### src/rtl/fib_seq_ctrl_if.sv
// Bundle between fib_seq_ctrl and its surroundings: the start/done control
// pair from the top level, the register file ports and the ALU ports.
//
// Handshake: start is only looked at while busy is low. When it is seen, the
// request is taken on that rising edge (seeds and len are latched there) and
// busy rises. done pulses for exactly one cycle at the end of the run; err and
// wr_cnt are meaningful while done is high. start is ignored while busy.
interface fib_seq_ctrl_if #(
  parameter int ADDR_W = 6,
  parameter int DATA_W = 32
);
  logic              start;
  logic [DATA_W-1:0] seed0;
  logic [DATA_W-1:0] seed1;
  logic [ADDR_W:0]   len;
  logic              busy;
  logic              done;
  logic              err;
  logic [ADDR_W:0]   wr_cnt;
  logic [ADDR_W-1:0] rf_raddr;
  logic [DATA_W-1:0] rf_rdata;
  logic [ADDR_W-1:0] rf_waddr;
  logic [DATA_W-1:0] rf_wdata;
  logic              rf_we;
  logic [DATA_W-1:0] alu_a;
  logic [DATA_W-1:0] alu_b;
  logic [4:0]        alu_op;
  logic [DATA_W-1:0] alu_out;
  logic [2:0]        dbg_state;

  // Sequencer side.
  modport slave (
    input  start, seed0, seed1, len, rf_rdata, alu_out,
    output busy, done, err, wr_cnt, rf_raddr, rf_waddr, rf_wdata, rf_we,
           alu_a, alu_b, alu_op, dbg_state
  );

  // Top-level control / register file / ALU side.
  modport master (
    output start, seed0, seed1, len, rf_rdata, alu_out,
    input  busy, done, err, wr_cnt, rf_raddr, rf_waddr, rf_wdata, rf_we,
           alu_a, alu_b, alu_op, dbg_state
  );
endinterface

### src/rtl/fib_seq_ctrl.sv
// fib_seq_ctrl: fills a window of the register file with f(0)=seed0,
// f(1)=seed1, f(k)=f(k-1)+f(k-2), one write per cycle, starting at BASE_ADDR.
// Optional macro FIB_OVF_STOP_EN: stop the run with err on signed overflow
// instead of writing the wrapped sum.
module fib_seq_ctrl #(
  parameter int         ADDR_W    = 6,
  parameter int         DATA_W    = 32,
  parameter logic [4:0] OP_ADD    = 5'h01,
  parameter int         BASE_ADDR = 0
) (
  input  logic           clk,
  input  logic           rst,
  fib_seq_ctrl_if.slave  bus
);

  typedef enum logic [2:0] {
    IDLE  = 3'd0,
    SEED0 = 3'd1,
    SEED1 = 3'd2,
    CALC  = 3'd3,
    DONE  = 3'd4
  } state_t;

  localparam int              DEPTH   = 1 << ADDR_W;
  localparam logic [ADDR_W:0] LEN_MIN = (ADDR_W+1)'(2);
  localparam logic [ADDR_W:0] LEN_MAX = (ADDR_W+1)'(DEPTH);
  localparam logic [ADDR_W:0] CNT_ONE = (ADDR_W+1)'(1);
  localparam logic [ADDR_W-1:0] BASE  = ADDR_W'(BASE_ADDR);
  localparam logic [ADDR_W-1:0] A_ONE = ADDR_W'(1);

  state_t            state;
  logic [ADDR_W:0]   k;
  logic [ADDR_W:0]   len_q;
  logic [DATA_W-1:0] s0_q;
  logic [DATA_W-1:0] s1_q;
  logic [DATA_W-1:0] prev;
  logic              busy_q;
  logic              done_q;
  logic              err_q;
  logic [ADDR_W:0]   wr_cnt_q;

  logic [ADDR_W-1:0] raddr_c;
  logic [ADDR_W-1:0] waddr_c;
  logic [DATA_W-1:0] wdata_c;
  logic              we_c;
  logic [DATA_W-1:0] alu_a_c;
  logic [DATA_W-1:0] alu_b_c;
  logic              ovf_c;
  logic [ADDR_W-1:0] k_lo;

  // Addresses wrap modulo the file depth by truncation to ADDR_W bits.
  assign k_lo = k[ADDR_W-1:0];

  // Register file and ALU drive, decoded from state, k and prev; all zero in IDLE.
  always_comb begin
    raddr_c = '0;
    waddr_c = '0;
    wdata_c = '0;
    we_c    = 1'b0;
    alu_a_c = '0;
    alu_b_c = '0;
    ovf_c   = 1'b0;
    case (state)
      SEED0: begin
        we_c    = 1'b1;
        waddr_c = BASE;
        wdata_c = s0_q;
      end
      SEED1: begin
        we_c    = 1'b1;
        waddr_c = BASE + A_ONE;
        wdata_c = s1_q;
        // seed0 was committed on the previous edge, so it reads back here.
        raddr_c = BASE;
      end
      CALC: begin
        raddr_c = BASE + k_lo - A_ONE;
        alu_a_c = prev;
        alu_b_c = bus.rf_rdata;
        waddr_c = BASE + k_lo;
        wdata_c = bus.alu_out;
`ifdef FIB_OVF_STOP_EN
        ovf_c = (prev[DATA_W-1] == bus.rf_rdata[DATA_W-1]) &&
                (bus.alu_out[DATA_W-1] != prev[DATA_W-1]);
`else
        ovf_c = 1'b0;
`endif
        we_c = !ovf_c;
      end
      default: ;
    endcase
  end

  assign bus.rf_raddr  = raddr_c;
  assign bus.rf_waddr  = waddr_c;
  assign bus.rf_wdata  = wdata_c;
  assign bus.rf_we     = we_c;
  assign bus.alu_a     = alu_a_c;
  assign bus.alu_b     = alu_b_c;
  assign bus.alu_op    = OP_ADD;
  assign bus.busy      = busy_q;
  assign bus.done      = done_q;
  assign bus.err       = err_q;
  assign bus.wr_cnt    = wr_cnt_q;
  assign bus.dbg_state = state;

  // Sequencer FSM with registered busy/done/err/wr_cnt.
  always_ff @(posedge clk) begin
    if (rst) begin
      state    <= IDLE;
      k        <= '0;
      len_q    <= '0;
      s0_q     <= '0;
      s1_q     <= '0;
      prev     <= '0;
      busy_q   <= 1'b0;
      done_q   <= 1'b0;
      err_q    <= 1'b0;
      wr_cnt_q <= '0;
    end else begin
      done_q <= 1'b0;
      if (we_c) begin
        wr_cnt_q <= wr_cnt_q + CNT_ONE;
      end
      case (state)
        IDLE: begin
          busy_q <= 1'b0;
          if (bus.start) begin
            wr_cnt_q <= '0;
            busy_q   <= 1'b1;
            if (bus.len >= LEN_MIN && bus.len <= LEN_MAX) begin
              s0_q  <= bus.seed0;
              s1_q  <= bus.seed1;
              len_q <= bus.len;
              err_q <= 1'b0;
              state <= SEED0;
            end else begin
              // Illegal length: report immediately, touch nothing.
              err_q  <= 1'b1;
              done_q <= 1'b1;
              state  <= DONE;
            end
          end
        end
        SEED0: begin
          state <= SEED1;
        end
        SEED1: begin
          prev <= bus.rf_rdata;
          k    <= (ADDR_W+1)'(2);
          if (len_q > LEN_MIN) begin
            state <= CALC;
          end else begin
            done_q <= 1'b1;
            state  <= DONE;
          end
        end
        CALC: begin
          if (ovf_c) begin
            err_q  <= 1'b1;
            done_q <= 1'b1;
            state  <= DONE;
          end else begin
            prev <= bus.rf_rdata;
            k    <= k + CNT_ONE;
            if (k == len_q - CNT_ONE) begin
              done_q <= 1'b1;
              state  <= DONE;
            end
          end
        end
        DONE: begin
          busy_q <= 1'b0;
          err_q  <= 1'b0;
          state  <= IDLE;
        end
        default: begin
          busy_q <= 1'b0;
          state  <= IDLE;
        end
      endcase
    end
  end

endmodule

### src/flat_wrapper.sv
// flat-port wrapper written by rule: the top's interface ports become plain ports
module fib_seq_ctrl_flat 
#(
  parameter int         ADDR_W    = 6,
  parameter int         DATA_W    = 32,
  parameter logic [4:0] OP_ADD    = 5'h01,
  parameter int         BASE_ADDR = 0
)
  (clk, rst, bus_start, bus_seed0, bus_seed1, bus_len, bus_rf_rdata, bus_alu_out, bus_busy, bus_done, bus_err, bus_wr_cnt, bus_rf_raddr, bus_rf_waddr, bus_rf_wdata, bus_rf_we, bus_alu_a, bus_alu_b, bus_alu_op, bus_dbg_state);
  fib_seq_ctrl_if #(.ADDR_W(ADDR_W), .DATA_W(DATA_W)) bus_i ();
  input  logic clk;
  input  logic rst;
  input wire logic [$bits(bus_i.start)-1:0] bus_start;
  input wire logic [$bits(bus_i.seed0)-1:0] bus_seed0;
  input wire logic [$bits(bus_i.seed1)-1:0] bus_seed1;
  input wire logic [$bits(bus_i.len)-1:0] bus_len;
  input wire logic [$bits(bus_i.rf_rdata)-1:0] bus_rf_rdata;
  input wire logic [$bits(bus_i.alu_out)-1:0] bus_alu_out;
  output wire logic [$bits(bus_i.busy)-1:0] bus_busy;
  output wire logic [$bits(bus_i.done)-1:0] bus_done;
  output wire logic [$bits(bus_i.err)-1:0] bus_err;
  output wire logic [$bits(bus_i.wr_cnt)-1:0] bus_wr_cnt;
  output wire logic [$bits(bus_i.rf_raddr)-1:0] bus_rf_raddr;
  output wire logic [$bits(bus_i.rf_waddr)-1:0] bus_rf_waddr;
  output wire logic [$bits(bus_i.rf_wdata)-1:0] bus_rf_wdata;
  output wire logic [$bits(bus_i.rf_we)-1:0] bus_rf_we;
  output wire logic [$bits(bus_i.alu_a)-1:0] bus_alu_a;
  output wire logic [$bits(bus_i.alu_b)-1:0] bus_alu_b;
  output wire logic [$bits(bus_i.alu_op)-1:0] bus_alu_op;
  output wire logic [$bits(bus_i.dbg_state)-1:0] bus_dbg_state;
  assign bus_i.start = bus_start;
  assign bus_i.seed0 = bus_seed0;
  assign bus_i.seed1 = bus_seed1;
  assign bus_i.len = bus_len;
  assign bus_i.rf_rdata = bus_rf_rdata;
  assign bus_i.alu_out = bus_alu_out;
  assign bus_busy = bus_i.busy;
  assign bus_done = bus_i.done;
  assign bus_err = bus_i.err;
  assign bus_wr_cnt = bus_i.wr_cnt;
  assign bus_rf_raddr = bus_i.rf_raddr;
  assign bus_rf_waddr = bus_i.rf_waddr;
  assign bus_rf_wdata = bus_i.rf_wdata;
  assign bus_rf_we = bus_i.rf_we;
  assign bus_alu_a = bus_i.alu_a;
  assign bus_alu_b = bus_i.alu_b;
  assign bus_alu_op = bus_i.alu_op;
  assign bus_dbg_state = bus_i.dbg_state;
  fib_seq_ctrl #(.ADDR_W(ADDR_W), .DATA_W(DATA_W), .OP_ADD(OP_ADD), .BASE_ADDR(BASE_ADDR)) u_core (.clk(clk), .rst(rst), .bus(bus_i));
endmodule
### config.mk
export PLATFORM = sky130hd
export DESIGN_NAME = fib_seq_ctrl_flat
export DESIGN_NICKNAME = d
export VERILOG_FILES = /design/src/rtl/fib_seq_ctrl_if.sv /design/src/rtl/fib_seq_ctrl.sv /design/src/flat_wrapper.sv
export SDC_FILE = /design/constraint.sdc
export NUM_CORES = 1
export LEC_CHECK = 0
export CAP_MARGIN = 20
export CORE_MARGIN = 3
export CORE_UTILIZATION = 43
export CTS_CLUSTER_DIAMETER = 200
export DETAILED_ROUTE_END_ITERATION = 12
export GPL_ROUTABILITY_DRIVEN = 1
export PLACE_DENSITY = 0.81
export SLEW_MARGIN = 25
export SYNTH_ARGS = -nofsm -noshare
export SYNTH_HDL_FRONTEND = slang
export SYNTH_SLANG_ARGS = --single-unit
### constraint.sdc
create_clock -name clk -period 2.5 [get_ports clk]
set_input_delay 0.5 -clock clk [delete_from_list [all_inputs] [get_ports clk]]
set_output_delay 0.5 -clock clk [all_outputs]
set_load 0.01 [all_outputs]
After elaboration in Yosys (flattened, before gate mapping) --
Cells that the tools add are included.
Operators by class: add/sub/neg operators 4, multiply operators 0, divide/modulo/power cells 0, $lt $le $gt $ge 3, equality and inequality tests 7, shift-type cells 0, muxes and demuxes 24, bitwise operators 0, reduce and logical (&&, ||, !) cells 9
Operator list (number):
- case mux 32 bit (3 select lines) | 1
- two-way mux 32 bit | 2
- two-way mux 7 bit | 3
- adder 7 x 1 -> 7 bit, second input constant | 2
- case mux 7 bit (2 select lines) | 1
- two-way mux 3 bit | 4
- case mux 3 bit (4 select lines) | 1
- case mux 6 bit (2 select lines) | 1
- == test 7 bit | 1
- greater-or-equal comparator 7 x 2 -> 1 bit, second input constant | 1
- > comparator 7 x 2 -> 1 bit, second input constant | 1
- less-or-equal comparator 7 bit, second input constant | 1
- two-way mux 1 bit | 7
- subtractor 7 x 1 -> 7 bit, second input constant | 1
- == test 3 x 2 -> 1 bit, second input constant | 2
- two-way mux 6 bit | 1
- subtractor 6 x 1 -> 6 bit, second input constant | 1
- case mux 1 bit (2 select lines) | 2
- AND reduction 2 bit | 2
- nonzero test 2 bit | 2
- == test 3 x 1 -> 1 bit, second input constant | 1
- == test 3 bit, second input constant | 1
- zero test 3 bit | 1
- case mux 1 bit (3 select lines) | 1
- other kinds (6) | 6
Word-level totals: register bits after elaboration 123, latch bits 0, bits in writable memories 0, bits in read-only memories 0, bits of input ports 138, word-level logic and storage cells 57, memories kept 0

Depth between registers and ports, before layout --
Gate-level depths: netlist of the first run.
word-level depth 6, gate-level depth with buffers 8, gate-level depth less buffers 7

Worst setup path after synthesis of the first run --
OpenSTA, ideal clock, no wires.
path kind reg-to-output, start point register u_core.state[1] (netlist: u_core.bus.dbg_state[1]), end point output bus_rf_wdata[12], data arrival time 1.643 ns, data required time 2.000 ns, slack 0.357 ns, stages on the path, launching flop included 8, cell sequence dfxtp_1 clkbuf_1 clkbuf_1 buf_1 nand2_1 nor2_1 a21oi_1 nor2_1
On the way: cells in the longest elaborated chain, start to end 2, elaborated cells between the ends (all ways) 4, those cells by class eq/ne: 3; mux: 1
Ends and longest elaborated chain:
- from (decl) | line fib_seq_ctrl.sv:31 | state_t state;
- from (signal assigned) | line fib_seq_ctrl.sv:110 | state <= IDLE;
- from (signal assigned) | line fib_seq_ctrl.sv:136 | state <= SEED0;
- from (signal assigned) | line fib_seq_ctrl.sv:141 | state <= DONE;
- == test 3 x 2 -> 1 bit or == test 3 x 1 -> 1 bit (tied branches) | line fib_seq_ctrl.sv:63 | case (state)
- case mux 32 bit (3 select lines) (*) | line fib_seq_ctrl.sv:63
- to (decl) | line flat_wrapper.sv:25 | output wire logic [$bits(bus_i.rf_wdata)-1:0] bus_rf_wdata;
Every way passes the cells marked *; elsewhere a longest branch is shown, timed or not.

Worst setup path in the final report of the first run --
start point register u_core.state[0] (netlist: u_core.bus.dbg_state[0]), end point output bus_rf_we
On the way: cells in the longest elaborated chain, start to end 3, elaborated cells between the ends (all ways) 5, those cells by class eq/ne: 3; mux: 1; reduce/logical: 1
Ends and longest elaborated chain:
- == test 3 x 1 -> 1 bit or == test 3 x 2 -> 1 bit (tied branches) | line fib_seq_ctrl.sv:63
- OR reduction 3 bit (no source line) (*)
- two-way mux 1 bit (*) | line fib_seq_ctrl.sv:63
- to (decl) | line flat_wrapper.sv:26 | output wire logic [$bits(bus_i.rf_we)-1:0] bus_rf_we;
Marks and branches as above.

==> results of run 1 <==
## path summary, 6_finish.rpt
kind / end / depth (start not counted)
max: bus_rf_we / 4
min: u_core.prev[4]$_SDFFE_PP0N_ / 2
min reg2reg: u_core.prev[4]$_SDFFE_PP0N_ / 2
max reg2reg: u_core.bus.dbg_state[1]$_SDFFE_PP0P_ / 5
## placed cells by master (no fill, tap or decap), drive strengths merged, types with 3 or more instances in the layout
master         count
a21oi            143
and2              69
buf               32
clkbuf            45
clkdlybuf4s15     13
clkdlybuf4s50    154
clkinv             6
conb               5
dfxtp            123
dlygate4sd2       33
dlymetal6s2s      39
ha                 5
inv                7
mux2              32
nand2            247
nand4              4
nor2              93
nor3               8
o21a               3
o21ai              9
or3                6
or4                3
xnor2             11
xor2               8
## area by class of cell
| cell class | instances | area share (%) |
|---|---|---|
| inverter | 7 | 0.268 |
| multi-input combinational | 672 | 35.9 |
| tap | 180 | 2.30 |
| timing repair buffer | 293 | 30.6 |
| clock inverter | 7 | 0.383 |
| clock buffer | 24 | 5.32 |
| sequential | 123 | 25.3 |
## metal layers
metal	vias to the layer above	global-route usage, %
li1	3310	-
met1	3077	28.5
met2	240	41.3
met3	43	8.51
met4	0	11.5
met5	-	0
## what timing repair did
item	CTS	global route
pin swaps	0	2
buffers inserted	1	7
cloned	2	3
resized for setup	77	96
endpoints found under the setup margin	105	39
hold buffers	0	0
## kinds of logic after synthesis
family / after synthesis / synth area share [%]
DFF: 123 / 39.3
AOI/OAI and AO/OA: 169 / 14.9
muxes: 33 / 5.92
other: 2 / 0.120
buffers and inverters: 80 / 5.38
adders and majority gates: 5 / 0.999
and+or+nand+nor: 441 / 30.7
xor gates and xnor gates: 19 / 2.66
## worst max-delay path, stage by stage, from the launching register on
cell             delay [ns]
dfxtp_2                0.37
buf_12                 0.31
nor2_1                 0.12
nor2_2                 0.14
clkdlybuf4s50_1        0.56
## per-stage QoR
step	cell area (um^2)	setup TNS [ns]	cells	total power [mW]	setup slack, ns
floorplan	6270	0	875	3.57	0.357
global placement	9030	-4.81	1262	4.42	-0.0871
detailed placement	9030	-7.04	1262	4.45	-0.145
CTS	9630	-0.129	1296	6.80	-0.0486
global route	9800	-0.0222	1306	7.20	-0.0222
finish	9800	0	1306	6.83	0.0817
## state kept, by name (all words and copies together), names as in the netlist, 3 cells and up
name and cells:
u_core.s1_q 32, u_core.bus.wr_cnt 7, u_core.k 7, u_core.len_q 7, u_core.s0_q 32, u_core.bus.dbg_state 3, u_core.prev 32
## power groups by stage
| stage | logic [mW] | registers, mW | clock network (mW) |
|---|---|---|---|
| after floorplan | 1.24 | 2.34 | 0 |
| after global placement | 2.06 | 2.36 | 0 |
| after detailed placement | 2.08 | 2.36 | 0 |
| after CTS | 2.14 | 2.34 | 2.33 |
| after global routing | 2.40 | 2.37 | 2.42 |
| final | 2.19 | 2.35 | 2.29 |
==> results.tsv, run 1 <==
metric	value	unit
arrival	1.92	ns
final_util	69.8	%
crit_start	u_core.bus.dbg_state[0]$_SDFFE_PP0P_	
synth_seq_area_share	39.3	%
end_kind	primary output	
rows	43	
cp_max_fo	75	
numCtsBuffers	17	
seq_area	0.00247	mm^2
num_vias	6670	
ys_types	48	
dr.first_iter.drc_count	445	
dr_wl_met2	10.1	mm
io_buffers	259	
relSlewSlack	39.3	%
r2r_slack	0.37	ns
antenna_found_initial	0	
synth_area	0.00626	mm^2
seqPwrFrac	34.3	%
cts_tree	done	
core	0.0140	mm^2
setup_violations	0	
ys.flop_type	dfxtp_1	
grt_first_pass_wirelength	32.1	mm
synth-edff-count	0	
slew_violations	0	
final.fill_count	1159	
drive_above_1_share	9.41	%
multi_input_area	0.00352	mm^2
place.gp.congestion	0.839	
hold_path.class	register to register	
synth_most_common_cell	nand2_1	
initial_core_util	44.6	%
htreeDepth	4	
synthTopCellsByCount	nand2_1 (247), a21oi_1 (143), dfxtp_1 (123), nor2_1 (93), and2_1 (69)	
synth_seq_cells	123	
p_leak	4.67	nW
required	2.00	ns
async_flop_share	0	%
die_y	127	um
worst_slew_pin_slew	0.910	ns
cts_root_buf	clkbuf_16	
skew	0.00339	ns
overflow	0	
hold_viol	0	
top_layer	met4	
timing.fmax	414	MHz
route.met3.wl	1.67	mm
rsz0062_at_grt	yes	
io_pins	265	
final_antenna_net_count	0	
syn_inst	872	
cap_violations	0	
outcome	finished clean	
grt_usage	24.8	%
nets	1257	
syn_to_final_growth	56.6	%
crit_type	register to primary output	
pwr-share-clk	33.6	%
grt_max_degree	83	
clk_latency	0.42	ns
max-vdd-ir-drop	0.572	mV
power_frac_comb	32.1	%
min_from	u_core.prev[4]$_SDFFE_PP0N_	
synth.largest_area_cell	dfxtp_1	
dp_hpwl	13.5	mm
cts_sinks	123	
p_per_area	697	mW/mm^2
sw_frac_of_total	31.9	%
min_period	2.42	ns
whs	0.447	ns
drc	0	
wl	20.6	mm
min_period_over_period	96.7	%
wl_met1	8.08	mm
first_global_vias	6361	
p_sw	2.18	mW
die_x	127	um
postSynthAreaPerCell	7.18	um^2
rr_startpoint	u_core.len_q[0]$_SDFFE_PP0P_	
yosysWarnings	0	
intPower	4.65	mW
antennaDiodeCount	0	
synth_top_area_share	39.3	%
path_clk_slew	0.05	ns
max-clock-path-buffers	2	
dr.pass1.iters	4	
vias_per_cell	5.11	
die_area	0.0160	mm^2
start_kind	register	
avgRoutedWirePerCell	15.7	um
yosys-top-cells-area	dfxtp_1 (39%), nand2_1 (15%), a21oi_1 (11%), and2_1 (6.9%), mux2_1 (5.8%)	
Power figures use the tool's default switching activity.
==> run 2: changes to the inputs <==
--- a/config.mk
+++ b/config.mk
@@ -8,10 +8,9 @@
 export CAP_MARGIN = 20
 export CORE_MARGIN = 3
 export CORE_UTILIZATION = 43
-export CTS_CLUSTER_DIAMETER = 200
 export DETAILED_ROUTE_END_ITERATION = 12
 export GPL_ROUTABILITY_DRIVEN = 1
-export PLACE_DENSITY = 0.81
+export PLACE_DENSITY = 0.9
 export SLEW_MARGIN = 25
 export SYNTH_ARGS = -nofsm -noshare
 export SYNTH_HDL_FRONTEND = slang
==> run 2 against run 1 <==
Compared with the run above:
- sequential share of layout area barely moved
- utilization rose by 0.11 points
- setup slack got worse by 0.046 ns
- combinational power barely moved
- final cell count barely moved
- cell area rose by 0.15%
- hold slack improved by 0.0019 ns
- die area did not move
- critical path depth rose by 2
- sequential cell count did not move
- largest cell class unchanged
- largest power group is now clock
==> results.tsv, run 2 (synthesis gave the netlist of run 1 again) <==
metric	value	unit	change
cts_sinks	123		unchanged
final_cell_mix	nand2_1 (247), clkdlybuf4s50_1 (170), a21oi_1 (137), dfxtp_1 (116), nor2_1 (90)		
syn_to_final_growth	56.8	%	
rr_startpoint	u_core.len_q[2]$_SDFFE_PP0P_		
timing.fmax	406	MHz	-1.9%
first_global_vias	6690		+5.2%
fin_ws	0.0361	ns	-0.0456 ns
outcome	finished clean		
overflow	0		unchanged
cts_tree	done		
reg_top3	u_core.prev (32), u_core.s0_q (32), u_core.s1_q (32)		
hold_depth	2		unchanged
crit_type	register to primary output		
p_leak	4.29	nW	-8.1%
start_kind	register		
wl	20.9	mm	+1.5%
r2r-end	u_core.bus.dbg_state[1]$_SDFFE_PP0P_		
final_antenna_net_count	0		unchanged
cp_max_fo	16		-79%
clk_latency	0.42	ns	about the same
vias_per_cell	5.21		+2.0%
rows	43		unchanged
relSlewSlack	61.2	%	+22 points
whs	0.449	ns	+0.00192 ns
path_clk_slew	0.05	ns	about the same
r2r_slack	0.34	ns	-0.03 ns
max-clock-path-buffers	2		unchanged
hold_viol	0		unchanged
hold_path.class	register to register		
drive_above_1_share	8.01	%	-1.4 points
die_area	0.0160	mm^2	unchanged
place.gp.congestion	0.819		-2.4%
min_period_over_period	98.6	%	+1.8 points
antenna_found_initial	1		+1
initial_core_util	44.6	%	unchanged
end_kind	primary output		
dp_slack	-0.0892	ns	+0.0559 ns
p_per_area	724	mW/mm^2	+3.8%
io_buffers	259		unchanged
num_vias	6796		+1.9%
die_x	127	um	unchanged
grt_max_degree	76		-8.4%
min_from	u_core.prev[27]$_SDFFE_PP0N_		
htreeDepth	4		unchanged
rsz0062_at_grt	yes		
nets	1254		-0.24%
io_pins	265		unchanged
hold_buffers	0		unchanged
required	2.00	ns	about the same
grt_usage	24.7	%	about the same
cap_violations	0		unchanged
slew_violations	0		unchanged
whs_endpoint	u_core.prev[27]$_SDFFE_PP0N_		
setup_violations	0		unchanged
skew	0.00640	ns	+0.00300 ns
grt_first_pass_wirelength	32.3	mm	+0.82%
core	0.0140	mm^2	unchanged
die_y	127	um	unchanged
max-vdd-ir-drop	0.543	mV	-5.0%
avgRoutedWirePerCell	16.0	um	+1.5%
drc	0		unchanged
dr.pass1.iters	5		+1
dp_hpwl	13.9	mm	+3.5%
arrival	1.96	ns	+0.04 ns
cts_root_buf	clkbuf_16		
worst_slew_pin_slew	0.582	ns	-0.328 ns
rr_worst_depth	5		unchanged
dr.first_iter.drc_count	445		unchanged
numCtsBuffers	17		unchanged
final_common_cell	nand2_1		
min_period	2.46	ns	+0.0456 ns
run 2: worst max-delay path by stage:
stage / start / to / slack, ns / cells past startpoint
floorplan: u_core.bus.dbg_state[1]$_SDFFE_PP0P_ / bus_rf_wdata[12] / 0.36 / 7
detailed placement: bus_len[2] / u_core.s0_q[10]$_SDFFE_PP0P_ / -0.09 / 7
finish: u_core.bus.dbg_state[1]$_SDFFE_PP0P_ / bus_rf_wdata[5] / 0.04 / 6
global route: u_core.bus.dbg_state[1]$_SDFFE_PP0P_ / bus_rf_wdata[5] / -0.07 / 6
CTS: u_core.bus.dbg_state[1]$_SDFFE_PP0P_ / bus_rf_wdata[27] / -0.08 / 5
global placement: bus_len[2] / u_core.s0_q[10]$_SDFFE_PP0P_ / -0.03 / 8
run 2: final cells by class:
| class | instances | area, um^2 |
|---|---|---|
| tap | 180 | 225 |
| clock buffer | 22 | 474 |
| antenna | 1 | 2.50 |
| sequential | 123 | 2480 |
| multi-input combinational | 672 | 3540 |
| fill | 1087 | 4230 |
| clock inverter | 10 | 140 |
| inverter | 7 | 26.3 |
| timing repair buffer | 290 | 2930 |
run 2: metrics by stage:
step           utilization [%]  std cells  area, um^2  setup TNS, ns  power [mW]
2_1_floorplan                -        875        6270              0        3.57
3_3_place_gp              64.4       1264        9040         -0.980        4.42
3_5_place_dp              64.4       1264        9040          -3.86        4.47
4_1_cts                   68.9       1300        9670         -0.473        7.05
5_1_grt                   69.9       1305        9820         -0.194        7.45
6_report                  69.9       1305        9820              0        7.10
run 2: worst max-delay path, stage by stage, from the launching register on:
cell and delay [ns]:
dfxtp_4 0.40, buf_4 0.14, buf_12 0.14, mux2_1 0.34
a21oi_1 0.18, nor2_1 0.06, dlygate4sd2_1 0.29
run 2: report_power, final:
group	internal (mW)	switching [mW]	leakage, nW
registers	2.20	0.152	1.00
logic	1.02	1.19	2.99
clock network	1.64	0.895	0.292
run 2: repair_timing:
item | 4_1_cts | 5_1_grt
cloned | 1 | 2
pin swaps | 0 | 2
buffers inserted | 3 | 2
setup endpoints to repair | 107 | 34
resized for setup | 90 | 31
run 2: per-layer routing:
layer	part of all wire (%)	global-route usage [%]	vias up
met4	3.1	11.2	0
met3	8.1	7.75	53
li1	-	-	3303
met1	39	28.1	3172
met2	50	42.5	268
met5	0	0	-
==> run 3: changes to the inputs <==
--- a/config.mk
+++ b/config.mk
@@ -11,6 +11,7 @@
 export DETAILED_ROUTE_END_ITERATION = 12
 export GPL_ROUTABILITY_DRIVEN = 1
 export PLACE_DENSITY = 0.9
+export SKIP_CTS_REPAIR_TIMING = 1
 export SLEW_MARGIN = 25
 export SYNTH_ARGS = -nofsm -noshare
 export SYNTH_HDL_FRONTEND = slang
==> run 3 against run 2 <==
Compared with the run above:
- routed wire length grew 3.4%
- via count increased by 1.2%
- sequential power is essentially flat
- power decreased by 0.13%
- non-clock buffer count down 1
- register-to-register slack about the same
- sequential share of layout area is 0.78 points lower
- hold slack hardly changed
- critical path type unchanged
==> results.tsv, run 3 (synthesis gave the netlist of run 1 again) <==
metric	value	unit	change
min_period	2.44	ns	-0.0229 ns
rr_worst_depth	5		unchanged
rows	43		unchanged
numCtsBuffers	17		unchanged
dp_slack	-0.0892	ns	unchanged
max-vdd-ir-drop	0.532	mV	-1.9%
final-instance-count-excl-fill	1305		unchanged
critPathMaxStageDelay	0.54	ns	+0.14 ns
pwr-share-clk	35.8	%	about the same
dr.pass1.iters	7		+2
total_power	7.09	mW	-0.13%
timing.fmax	410	MHz	+0.94%
crit_start	u_core.bus.dbg_state[2]$_SDFFE_PP0P_		
clk_latency	0.42	ns	about the same
top_usage_layer	met2		
outcome	finished clean		
cap_violations	0		unchanged
p_sw	2.24	mW	about the same
end_kind	primary output		
cts_tree	done		
path_buf_inv	1		-2
wl	21.6	mm	+3.4%
intPower	4.85	mW	-0.18%
seqPwrFrac	33.1	%	about the same
power_frac_comb	31.1	%	about the same
final_util	71.9	%	+2.0 points
critical_path_depth	4		-2
cp_max_fo	5		-11
sw_frac_of_total	31.6	%	+0.034 points
nets	1254		unchanged
setup_violations	0		unchanged
slew_violations	0		unchanged
fin_area	0.0101	mm^2	+2.9%
initial_core_util	44.6	%	unchanged
cp_slowest_cell	clkdlybuf4s50_1		
final_antenna_net_count	0		unchanged
die_x	127	um	unchanged
dr.first_iter.drc_count	516		+16%
overflow	0		unchanged
path_clk_slew	0.05	ns	about the same
dp_hpwl	13.9	mm	unchanged
final_common_cell	nand2_1		
drc	0		unchanged
required	2.00	ns	about the same
antenna_found_initial	1		unchanged
met1_usage	27.8	%	-0.29 points
r2r_slack	0.33	ns	about the same
max-clock-path-buffers	2		unchanged
arrival	1.94	ns	-0.02 ns
drive_above_1_share	7.47	%	-0.53 points
cts_root_buf	clkbuf_16		
crit_type	register to primary output		
met3_usage	7.92	%	+0.17 points
fin_ws	0.0590	ns	+0.0229 ns
whs	0.448	ns	-0.0000880 ns
grt_max_degree	76		unchanged
path_cells	nand2b_2, or2_4, nor2_2, clkdlybuf4s50_1		
avgRoutedWirePerCell	16.5	um	+3.4%
min_period_over_period	97.6	%	-0.92 points
relSlewSlack	60.9	%	-0.24 points
place_area	0.00904	mm^2	unchanged
core	0.0140	mm^2	unchanged
cts_sinks	123		unchanged
start_kind	register		
final_cell_mix	nand2_1 (247), clkdlybuf4s50_1 (153), a21oi_1 (143), dfxtp_1 (116), dlymetal6s2s_1 (105)		
die_area	0.0160	mm^2	unchanged
place_inst	1264		unchanged
p_leak	5.66	nW	+32%
num_vias	6876		+1.2%
vias_per_cell	5.27		+1.2%
syn_to_final_growth	61.3	%	
grt_first_pass_wirelength	32.1	mm	-0.62%
p_per_area	702	mW/mm^2	-2.9%
rr_startpoint	u_core.len_q[2]$_SDFFE_PP0P_		
htreeDepth	4		unchanged
skew	0.0135	ns	+0.00713 ns
hold_viol	0		unchanged
io_pins	265		unchanged
grt_usage	24.6	%	-0.19 points
r2r-end	u_core.bus.dbg_state[1]$_SDFFE_PP0P_		
worst_slew_pin_slew	0.586	ns	+0.00367 ns
die_y	127	um	unchanged
tns	0	ns	unchanged
crit_end	bus_rf_raddr[1]		
hold_path.class	register to register		
place.gp.congestion	0.819		unchanged
io_buffers	259		unchanged
path_delay_family	simple AND/OR/NAND/NOR gates		
reg_top3	u_core.prev (32), u_core.s0_q (32), u_core.s1_q (32)		
first_global_vias	6700		+0.15%
grt_use_met2	42.0	%	-0.50 points
==> run 3: final cells by class <==
class	count	area (um^2)
fill	996	3940
timing repair buffer	289	3240
inverter	7	26.3
antenna	1	2.50
clock buffer	22	474
clock inverter	10	140
tap	180	225
multi-input combinational	673	3520
sequential	123	2470
==> run 3: worst min-delay path by stage <==
stage	startpoint	end	slack, ns	cells after the start
CTS	u_core.prev[4]$_SDFFE_PP0N_	u_core.prev[4]$_SDFFE_PP0N_	0.45	2
global route	u_core.prev[27]$_SDFFE_PP0N_	u_core.prev[27]$_SDFFE_PP0N_	0.46	2
finish	u_core.prev[27]$_SDFFE_PP0N_	u_core.prev[27]$_SDFFE_PP0N_	0.45	2
detailed placement	u_core.prev[27]$_SDFFE_PP0N_	u_core.prev[27]$_SDFFE_PP0N_	0.44	2
global placement	u_core.s0_q[14]$_SDFFE_PP0P_	u_core.s0_q[14]$_SDFFE_PP0P_	0.44	2
floorplan	u_core.prev[0]$_SDFFE_PP0N_	u_core.prev[0]$_SDFFE_PP0N_	0.43	2
==> run 3: power groups by stage <==
stage	Sequential [mW]	Clock [mW]	Combinational, mW
6_report	2.35	2.54	2.20
5_1_grt	2.37	2.66	2.40
4_1_cts	2.33	2.57	2.12
3_5_place_dp	2.37	0	2.10
3_3_place_gp	2.36	0	2.06
2_1_floorplan	2.34	0	1.24
==> run 3: layer usage <==
layer,vias to the layer above,wire (um)
li1,3310,-
met1,3222,8140
met2,295,11100
met3,49,1700
met4,0,598
met5,-,0
==> run 3: worst register-to-register path, cell delays in order, from the launching register on <==
cell and delay, ns:
dfxtp_1 0.40, or4_4 0.51, or3_4 0.35, a2111oi_4 0.42, a41oi_1 0.17, o21a_1 0.20
==> RTL edit 1, RTL diff (settings of run 2) <==
Build with the macro `FIB_OVF_STOP_EN` defined.
--- a/src/rtl/fib_seq_ctrl.sv
+++ b/src/rtl/fib_seq_ctrl.sv
@@ -4,2 +4,4 @@
 // instead of writing the wrapped sum.
+`define FIB_OVF_STOP_EN
+
 module fib_seq_ctrl #(
Behaviour: not the same (a bounded check fails within 4 cycles, from zero or initial values and one cycle with rst high).
==> RTL edit 1 against run 2 <==
  * Synthesized cell count is 15% lower
  * Design area is 2.0% higher
  * Worst hold slack better by 0.0021 ns
  * Synthesized area is 0.72% higher
  * Clock skew is 0.0085 ns higher
  * Worst setup slack worse by 0.0084 ns
  * Sequential cell count stayed put
  * Global-route usage hardly changed
  * Wire length is 1.1% higher
  * Final cell count is 8.1% lower
Power is not compared: it rests on default switching activity, and its combinational part moved more than twofold at a synthesized area within 25%.
==> RTL edit 1: results (changes against run 2) <==
postcts setup bufs 4 (was 3); first-pass GRT wire length 32000 um (was 32300 um); total gr overflow 0 (unchanged); clock share of power 0.455; complex-gate fraction of the synthesized area 0.0953 (was 0.149); synth top area cells dfxtp_1 (39%), mux2i_1 (11%), nor2_1 (7.7%) (was dfxtp_1 (39%), nand2_1 (15%), a21oi_1 (11%)); PortBufs 259 (unchanged); fraction of registers with async set/reset 0 (unchanged); CP peak stage delay 0.37 ns (was 0.40 ns); Clk pin slew, worst setup/hold paths 0.05 ns (about the same); Peak VDD IR 0.440 mV; CTS root buffer clkbuf_16 (unchanged); met2 Use GR 0.432 (was 0.425); Cell Area, Placed 9240 um^2 (was 9040 um^2); sequential group power 2.11 mW; routing usage on met3 0.0560 (was 0.0775); initial antenna violation count 0 (was 1); worst slew pin tran 0.519 ns (was 0.582 ns); largest net degree at the start of global routing 49 (was 76); Hold Crit Depth 2 (unchanged); mux contribution to synthesized area 0.171 (was 0.0592); Worst-Skew Late Latency 0.42 ns (about the same); HPWL after detailed placement 14400 um (was 13900 um); DR pass1 iterations 7 (was 5); Synth warnings 0 (unchanged); sequential share of the synthesized area 0.391 (was 0.393); clk_skew 0.0149 ns (was 0.00640 ns); met3 WL post-DR 1310 um (was 1700 um); Metal-1 WL 8410 um (was 8040 um); Global Route met1 Usage 0.291 (was 0.281); maximum clock path buffer count 2 (unchanged); Synth Area in XOR/XNOR 0.0286 (was 0.0266); Adder-Cell Fraction of Synth Area 0.00992 (was 0.00999); outcome finished clean (unchanged); switching share of power 0.238; DR iter-0 viols 447 (was 445); R2R cell count 8 (was 5); fin nets 1151 (was 1254); routability cong. 0.845 (was 0.819); layout cells sized above 1 0.132 (was 0.0801); antenna cells 0 (was 1); wire per inst 17.6 um (was 16.0 um); vias in the first global route 6248 (was 6690); most frequently used flop master after synthesis dfxtp_1 (unchanged); All-Layer GR Usage 0.247 (about the same); Via Count 6456 (was 6796); HP Class reg2reg (unchanged); post-CTS sizing 97 (was 90); Final Slew Violations 0 (unchanged); top cells by count, synth nor2_1 (130), dfxtp_1 (123), nand2_1 (75) (was nand2_1 (247), a21oi_1 (143), dfxtp_1 (123)); Static Leak 5.00 nW; max layer used met4 (unchanged); crit-path max FO 21 (was 16); Netlist cell types 54 (was 48); H-tree depth 4 (unchanged); metal2 WL 10800 um (was 10500 um); Largest regs u_core.prev: 32 flops, u_core.s0_q: 32 flops, u_core.s1_q: 32 flops (unchanged)
## RTL edit 1: cell types whose count changed in the layout (fill, tap and decap cells not counted), moves of 6 or more
cell,run 2,this run
mux2_2,1,32
dlygate4sd2_1,73,80
mux2_1,31,0
a21oi_1,137,38
a21oi_2,6,0
clkdlybuf4s50_1,170,164
nand2_1,247,74
and3_1,0,70
nor2_1,90,129
mux2i_1,1,71
and2_1,69,5
buf_4,18,36
a22oi_1,1,28
## RTL edit 1: stage by stage
| stage | std cells | power, mW | util | setup WS, ns | setup TNS (ns) |
|---|---|---|---|---|---|
| global route | 1199 | 5.65 | 0.710 | -0.0223 | -0.0427 |
| detailed placement | 1157 | 2.98 | 0.656 | -0.311 | -15.94 |
| finish | 1199 | 5.47 | 0.710 | 0.0277 | 0 |
| CTS | 1195 | 5.49 | 0.703 | -0.0925 | -0.905 |
| global placement | 1157 | 2.95 | 0.656 | -0.292 | -12.08 |
| floorplan | 748 | 2.56 | - | 0.312 | 0 |
## RTL edit 1: final timing paths
check               endpoint                     from  slack (ns)
max          bus_rf_wdata[0]  u_core.bus.dbg_state[1]        0.03
min          u_core.prev[27]          u_core.prev[27]        0.45
max reg2reg  u_core.s0_q[10]  u_core.bus.dbg_state[0]        0.24
min reg2reg  u_core.prev[27]          u_core.prev[27]        0.45
## RTL edit 1: final cells by class
class / instances / area (um^2)
clock buffers: 23 / 478
clock inverters: 7 / 114
fillers: 1062 / 4090
inverters: 5 / 18.8
multi-input cells: 550 / 3540
flip-flops and latches: 123 / 2480
well taps: 180 / 225
repair buffers: 311 / 3150
## RTL edit 1: critical path: cells and delay by family (launching register included)
family          cells  cell delay, ns
flops               1            0.37
compound gates      1            0.16
mux                 1            0.37
buf+inv             3            0.60
simple gates        1            0.05
==> RTL edit 2, RTL diff (settings of run 2) <==
Without the edit above. Make the reset (`rst`) asynchronous in one clocked block.
--- a/src/rtl/fib_seq_ctrl.sv
+++ b/src/rtl/fib_seq_ctrl.sv
@@ -107,3 +107,3 @@
   // Sequencer FSM with registered busy/done/err/wr_cnt.
-  always_ff @(posedge clk) begin
+  always_ff @(posedge clk or posedge rst) begin
     if (rst) begin
Behaviour: differs if rst is asserted again (counterexample within 4 cycles, from zero or initial values and one cycle with rst high); with rst held inactive, the same outputs for 10 cycles.
==> RTL edit 2 against run 2 <==
  * Worst hold slack worse by 0.0019 ns
  * Highest routed layer unchanged
  * Worst setup slack worse by 0.014 ns
  * Die area up 8.9%
  * Sequential cell count unchanged
  * Synthesized area up 9.3%
  * Wire length up 4.4%
  * Sequential share of layout area up 3.8 points
  * Fmax down 0.57%
  * Design area up 8.0%
  * First-iteration DRC count down 16%
Power is not compared: it rests on default switching activity, and its combinational part moved more than twofold at a synthesized area within 25%.
==> RTL edit 2: results (changes against run 2) <==
outcome finished clean (unchanged); PortBufs 259 (unchanged); critical path's slowest cell dfrtp_2 (was dfxtp_4); DR iter-0 viols 375 (was 445); routability cong. 0.864 (was 0.819); clk_skew 0.00718 ns (was 0.00640 ns); largest net degree at the start of global routing 78 (was 76); initial antenna violation count 0 (was 1); H-tree depth 4 (unchanged); R2R cell count 8 (was 5); Switch Pwr 5.11 mW; Placed Cells incl. Taps 1123 (was 1264); DR pass1 iterations 5 (unchanged); Peak VDD IR 0.592 mV; vias in the first global route 5916 (was 6690); syn avg cell area 10.1 um^2 (was 7.18 um^2); synth top area cells dfrtp_1 (45%), mux2_4 (15%), and3_1 (6.3%) (was dfxtp_1 (39%), nand2_1 (15%), a21oi_1 (11%)); final cell count without fillers 1178 (was 1305); sequential share of the synthesized area 0.450 (was 0.393); wire per inst 18.5 um (was 16.0 um); Tmin final 2.48 ns (was 2.46 ns); worst slack, placed -0.217 ns (was -0.0892 ns); maximum clock path buffer count 2 (unchanged); cell family with most CP delay buffers and inverters (unchanged); max cap viols 0 (unchanged); Clk pin slew, worst setup/hold paths 0.06 ns; Worst-Skew Late Latency 0.42 ns (about the same); layout cells sized above 1 0.186 (was 0.0801); HP Class in2async (was reg2reg); first-pass GRT wire length 32300 um (about the same); routing usage on met3 0.0496 (was 0.0775); Largest regs u_core.prev: 32 flops, u_core.s0_q: 32 flops, u_core.s1_q: 32 flops (unchanged); setup slack, reg-to-reg 0.22 ns (was 0.34 ns); Synth warnings 0 (unchanged); mean number of vias per cell 5.16 (was 5.21); crit-path max FO 11 (was 16); HPWL after detailed placement 14800 um (was 13900 um); Critical Path End bus_rf_wdata[13] (was bus_rf_wdata[5]); r2r endpoint u_core.s0_q[24] (was u_core.bus.dbg_state[1]); Critical path origin u_core.bus.dbg_state[1] (unchanged); worst path arrival time 1.98 ns (was 1.96 ns); fraction of registers with async set/reset 1.00 (was 0); All-Layer GR Usage 0.233 (was 0.247); CP peak stage delay 0.44 ns (was 0.40 ns); most frequent cell after synthesis dfrtp_1 (was nand2_1); Global Route met1 Usage 0.293 (was 0.281); total CTS buffers 17 (unchanged); met2 Use GR 0.387 (was 0.425); top cells by count, synth dfrtp_1 (123), nand2_1 (114), nor2_1 (87) (was nand2_1 (247), a21oi_1 (143), dfxtp_1 (123)); Static Leak 6.00 nW; Netlist cell types 43 (was 48); CTS root buffer clkbuf_16 (unchanged)
RTL edit 2: power by group through the flow:
stage	sequential [mW]	combinational, mW	clock (mW)
2_1_floorplan	3.43	4.22	0
3_3_place_gp	3.61	6.92	0
3_5_place_dp	3.65	7.10	0
4_1_cts	3.66	6.97	2.36
5_1_grt	3.79	7.99	2.45
6_report	3.68	7.44	2.34
RTL edit 2: area by class of cell:
cell class | count | area [um^2]
diodes | 1 | 2.50
clock buffers | 23 | 458
clock inverters | 8 | 95.1
fillers | 1139 | 4770
inverters | 7 | 33.8
multi-input cells | 493 | 3440
flip-flops and latches | 123 | 3080
well taps | 211 | 264
repair buffers | 312 | 3220
RTL edit 2: what timing repair did:
action | in CTS | in global routing
cloned | 1 | 4
gates resized for setup | 77 | 79
buffers inserted | 3 | 15
endpoints found under the setup margin | 105 | 48
RTL edit 2: through the flow:
| stage | hold WS [ns] | cell area (um^2) |
|---|---|---|
| after global placement | 0.449 | 9710 |
| after floorplan | 0.437 | 6860 |
| after detailed placement | 0.454 | 9710 |
| after global routing | 0.451 | 10600 |
| final | 0.447 | 10600 |
| after CTS | 0.440 | 10300 |
RTL edit 2: worst min path at each step:
stage | startpoint | end | slack (ns) | cells after the start
floorplan | u_core.prev[0] | u_core.prev[0] | 0.44 | 2
global placement | u_core.prev[24] | u_core.prev[24] | 0.45 | 2
detailed placement | u_core.prev[8] | u_core.prev[8] | 0.45 | 2
CTS | rst | u_core.prev[20] | 0.44 | 2
global route | rst | u_core.prev[20] | 0.45 | 2
finish | rst | u_core.prev[20] | 0.45 | 2
RTL edit 2: logic make-up (layout without fill, tap and decap cells):
kind of cell               after synthesis  after routing  share of synthesized area
DFF                                    123            123                      0.450
buffers and inverters                   65            350                     0.0563
muxes                                  108            108                      0.210
and+or+nand+nor                        300            300                      0.203
AOI/OAI and AO/OA                       56             56                     0.0464
xor gates and xnor gates                19             19                     0.0243
other                                    2              6                    0.00110
adders and majority gates                5              5                    0.00914
RTL edit 2: routing by layer:
metal	part of all wire	vias to the layer above
met5	0	-
met4	0.038	0
met3	0.044	61
met2	0.51	221
met1	0.41	2968
li1	-	2834
